==> config.mk <==
export PLATFORM = sky130hd
export DESIGN_NAME = pipe_stage_reg
export DESIGN_NICKNAME = d
export VERILOG_FILES = /design/src/rtl/pipe_stage_reg.sv
export SDC_FILE = /design/constraint.sdc
export NUM_CORES = 1
export LEC_CHECK = 0
export ABC_AREA = 1
export BUFFER_PORTS_ARGS = -buffer_cell sky130_fd_sc_hd__buf_2
export CAP_MARGIN = 20
export CORE_UTILIZATION = 48
export CTS_CLUSTER_DIAMETER = 30
export DETAILED_ROUTE_END_ITERATION = 10
export HOLD_SLACK_MARGIN = 0.08
export PLACE_DENSITY_LB_ADDON = 0.05
export RECOVER_POWER = 50
export SYNTH_ARGS = -nofsm -noshare
export SYNTH_HDL_FRONTEND = slang
export SYNTH_SLANG_ARGS = --single-unit
==> constraint.sdc <==
create_clock -name clk -period 1.39 [get_ports clk]
set_input_delay 0.139 -clock clk [delete_from_list [all_inputs] [get_ports clk]]
set_output_delay 0.139 -clock clk [all_outputs]
set_load 0.01 [all_outputs]
==> src/rtl/pipe_stage_reg.sv <==
`default_nettype none
// +------------------------------------------------------------------+
// | pipe_stage_reg : valid/ready pipeline register, optional skid    |
// | Rev 1.0                                                          |
// +------------------------------------------------------------------+
module pipe_stage_reg #(
  parameter int CTRL_W = 11,
  parameter int DATA_W = 134,
  parameter int SKID   = 1,
  parameter int CNT_W  = 16
) (
  input  logic              clk,
  input  logic              rst_n,
  input  logic              in_valid,
  output logic              in_ready,
  input  logic [CTRL_W-1:0] in_ctrl,
  input  logic [DATA_W-1:0] in_data,
  input  logic              flush,
  output logic              out_valid,
  input  logic              out_ready,
  output logic [CTRL_W-1:0] out_ctrl,
  output logic [DATA_W-1:0] out_data,
  output logic [CNT_W-1:0]  stall_cnt
);

  typedef enum logic [1:0] {
    EMPTY = 2'd0,
    ONE   = 2'd1,
    TWO   = 2'd2
  } state_t;

  state_t            state_q, state_d;
  logic              ready_q, ready_d;
  logic [CTRL_W-1:0] head_ctrl, skid_ctrl;
  logic [DATA_W-1:0] head_data, skid_data;
  logic              accept, drain;
  logic              load_head, promote, load_skid;

  assign out_valid = (state_q != EMPTY);
  assign accept    = in_valid & in_ready;
  assign drain     = out_valid & out_ready;
  // Bubbles carry no control so write enables cannot leak downstream.
  assign out_ctrl  = out_valid ? head_ctrl : '0;
  assign out_data  = head_data;

  always_comb begin
    state_d   = state_q;
    load_head = 1'b0;
    promote   = 1'b0;
    load_skid = 1'b0;
    if (flush) begin
      state_d = EMPTY;
    end else begin
      case (state_q)
        EMPTY: begin
          if (accept) begin
            state_d   = ONE;
            load_head = 1'b1;
          end
        end
        ONE: begin
          if (accept && drain) begin
            load_head = 1'b1;
          end else if (accept) begin
            if (SKID != 0) begin
              state_d   = TWO;
              load_skid = 1'b1;
            end
          end else if (drain) begin
            state_d = EMPTY;
          end
        end
        TWO: begin
          if (drain) begin
            state_d = ONE;
            promote = 1'b1;
          end
        end
        default: state_d = EMPTY;
      endcase
    end
    ready_d = (SKID != 0) ? (state_d != TWO) : 1'b1;
  end

  always_ff @(posedge clk or negedge rst_n) begin
    if (!rst_n) begin
      state_q   <= EMPTY;
      ready_q   <= 1'b0;
      head_ctrl <= '0;
      head_data <= '0;
      stall_cnt <= '0;
    end else begin
      state_q <= state_d;
      ready_q <= ready_d;
      if (load_head) begin
        head_ctrl <= in_ctrl;
        head_data <= in_data;
      end else if (promote) begin
        head_ctrl <= skid_ctrl;
        head_data <= skid_data;
      end
      if (out_valid && !out_ready && (stall_cnt != {CNT_W{1'b1}}))
        stall_cnt <= stall_cnt + 1'b1;
    end
  end

  generate
    if (SKID != 0) begin : g_skid
      always_ff @(posedge clk or negedge rst_n) begin
        if (!rst_n) begin
          skid_ctrl <= '0;
          skid_data <= '0;
        end else if (load_skid) begin
          skid_ctrl <= in_ctrl;
          skid_data <= in_data;
        end
      end
      assign in_ready = ready_q;
    end else begin : g_plain
      assign skid_ctrl = '0;
      assign skid_data = '0;
      // ready_q only masks the reset window; otherwise pass-through ready.
      assign in_ready  = ready_q & (~out_valid | out_ready);
    end
  endgenerate

endmodule
`default_nettype wire
==> impl_metrics.csv <==
group,metric,value,unit
status,failed_checks,"DRC, setup timing",
sta,tightest_slew,1.09,ns
pwr,power.internal,25.5,mW
status,status,"finished with violations",
clocking,cts-root-buf,"clkbuf_16",
synth,yosys.area.top_type_share,59.9,%
final_layout,stdcell_count,2400,
floorplanning,io_pins,313,
global_routing,grt_pass1_vias,13000,
pwr,total_power,35.6,mW
detailed_routing,antenna_left,0,
placement,place_inst,2056,
global_routing,antenna_found_initial,0,
sta,period_needed,1.71,ns
sta,setup_viol,316,
final_layout,layout-drive-gt1-share,36.9,%
pwr,seqPwrFrac,35.4,%
synth,synth_seq_cells,309,
floorplanning,coreArea,26200,µm²
clocking,cts_sinks,309,
detailed_routing,via_count,12900,
placement,gp_congestion,0.826,
setup_path,crit_path_max_incr_delay,0.41,ns
sta,holdWs,0.240,ns
sta,fmax,0.583,GHz
placement,numPortBuffers,312,
global_routing,grtUsageTotal,32.1,%
clocking,cts_made_buffers,68,
run,cap_violations,0,
setup_path,end_kind,"register",
sta,period_share,123,%
setup_path,crit_arrival,2.16,ns
detailed_routing,wl,46500,µm
final_layout,nets,2164,
floorplanning,chipHeight,166,µm
pwr,irDropWorstVdd,0.00122,V
pwr,switchingPower,10.1,mW
sta,finClkSkew,0.0176,ns
clocking,clk_path_buf_depth,3,
final_layout,final_cell_mix,"nand2_1, buf_2, dfrtp_1",
synth,syn-num-nets,1584,
setup_path,slowest_stage,"dfrtp_1",
floorplanning,rows,59,
synth,synth_top_cell_by_area,"dfrtp_1",
pwr,power_density,1660,nW/µm²
detailed_routing,drc,21,
global_routing,grt_max_degree,49,
sta,slew_headroom,27.6,%
pwr,netSwitchingFraction,28.3,%
placement,dp_hpwl,21700,µm
clocking,htree_levels,3,
clocking,cts_tree,"yes",
floorplanning,dieArea,27500,µm²
detailed_routing,wl_per_cell,19.4,µm
setup_path,cp-start-kind,"register",
sta,maxSlewViolCount,0,
sta,fin_setup_tns,-58.62,ns
synth,synth_area_per_cell,9.00,µm²
final_layout,nFillCells,1521,
floorplanning,die_x,166,µm
sta,hold_viol,0,
synth,synth_seq_area_share,59.9,%
global_routing,grt_pass1_wl,69500,µm
setup_path,crit_chain,"buf_6, nor2_4, buf_6, nand3_4, bufbuf_16, clkinv_1, buf_4, nand2_1, o211ai_1",
pwr,p_clk_share,46.6,%
detailed_routing,routed_via_density,5.37,
final_layout,final_core_util,81.8,%
setup_path,crit_required,1.84,ns
clocking,clk_latency,0.55,ns
detailed_routing,drt-pass1-iter-count,8,
setup_path,critical_path_class,"register to register",
setup_path,cp_max_fo,6,
setup_path,cpMostUsedCell,"buf_6",
floorplanning,start_util,49.2,%
setup_path,r2r_setup_slack,-0.32,ns
global_routing,overflow,0,
sta,rsz0062_at_grt,"true",
clocking,clkTransAtPathRegs,0.05,ns
detailed_routing,drt_iter0_markers,985,
synth,ys_types,23,
pwr,p_comb_share,18.0,%
pwr,power_leakage,10.7,nW
sta,setup_ws,-0.325,ns
synth,synthesis.instances,1433,
final_layout,diodes,0,
synth,ys_warn_count,0,
hold_path,hold_path.class,"input pin to register",
final_layout,synthToLayoutAreaGrowth,66.1,%
final_layout,final_common_cell,"nand2_1",
synth,syn_area,12900,µm²
synth,synth.top_cells.by_area,"dfrtp_1, nand2_1, o211ai_1",
[critical path, delay by kind of cell, from the launching register on]
| kind | cells | cell delay [ns] |
|---|---|---|
| AO/OA/AOI/OAI | 1 | 0.12 |
| AND/OR/NAND/NOR | 3 | 0.31 |
| buffers and inverters | 5 | 0.75 |
| flip-flops | 1 | 0.41 |
[logic make-up after synthesis]
kind of cell | Yosys count | share of synthesized area [%]
buffers and inverters | 260 | 8.30
DFF | 309 | 59.9
adders and majority gates | 1 | 0.0970
AOI/OAI and AO/OA | 302 | 14.7
xor gates and xnor gates | 8 | 0.543
and+or+nand+nor | 553 | 16.4
[stage by stage]
stage | setup WS [ns] | area (µm²)
floorplan | 0.00405 | 12900
global placement | -0.106 | 15200
detailed placement | -0.146 | 15200
CTS | -0.248 | 20500
global route | -0.367 | 21400
finish | -0.325 | 21400
[cells in the mapped netlist]
cell      instances
buf_4             7
nor2_1           34
inv_1           176
dfrtp_1         309
o211ai_1        143
inv_2             3
nand3_1          17
clkbuf_1         33
o21ai_2           7
buf_2            37
nand2_2           2
a21oi_1           1
xnor2_1           1
o21ai_1           5
xor2_1            7
buf_6             3
nor2_2            1
nand2_1         494
clkinv_1          1
o21ai_0         146
ha_1              1
nand3_2           1
nand4_1           4
[registers in the layout, indices dropped and copies added, names as in the netlist]
signal	count
state_q	2
stall_cnt	16
skid_data	134
skid_ctrl	11
head_ctrl	11
out_data	134
in_ready	1
[worst paths after layout]
kind | from | to | cells after the start
setup / recovery | state_q[1] | head_ctrl[9] | 9
hold / removal | out_ready | state_q[0] | 6
setup reg to reg | state_q[1] | head_ctrl[9] | 9
hold reg to reg | skid_data[44] | skid_data[44] | 2
max in group asynchronous | rst_n | out_data[12] | 3
min in group asynchronous | rst_n | skid_data[104] | 2
[timing repair]
| action | CTS | global route |
|---|---|---|
| hold buffers | 150 | 0 |
| buffers inserted | 23 | 11 |
| gates cloned | 32 | 13 |
| endpoints found under the hold margin | 603 | 0 |
| pin swaps | 8 | 2 |
| setup endpoints to repair | 316 | 321 |
| resized for setup | 139 | 313 |
[power groups by stage]
| stage | registers, mW | clock network [mW] | logic [mW] |
|---|---|---|---|
| after floorplan | 12.5 | 0 | 2.26 |
| final | 12.6 | 16.6 | 6.40 |
| after CTS | 12.3 | 16.6 | 5.66 |
| after global placement | 12.3 | 0 | 4.63 |
| after global routing | 12.8 | 17.2 | 7.01 |
| after detailed placement | 12.3 | 0 | 4.79 |
[area by class of cell]
type / count / area (µm²) / share of cell area, %
tap: 335 / 419 / 1.96
clock buffer: 88 / 1910 / 8.90
sequential: 309 / 7730 / 36.1
multi-input combinational: 865 / 4940 / 23.1
clock inverter: 34 / 470 / 2.20
timing repair buffer: 589 / 5260 / 24.5
inverter: 180 / 696 / 3.25
[per-layer routing]
metal / wire length, µm / GRT usage (%)
met3: 3460 / 6.32
met4: 2170 / 16.3
met2: 22400 / 51.4
met5: 0 / 0
met1: 18500 / 41.8
No activity file was read; power rests on OpenSTA's default activity.
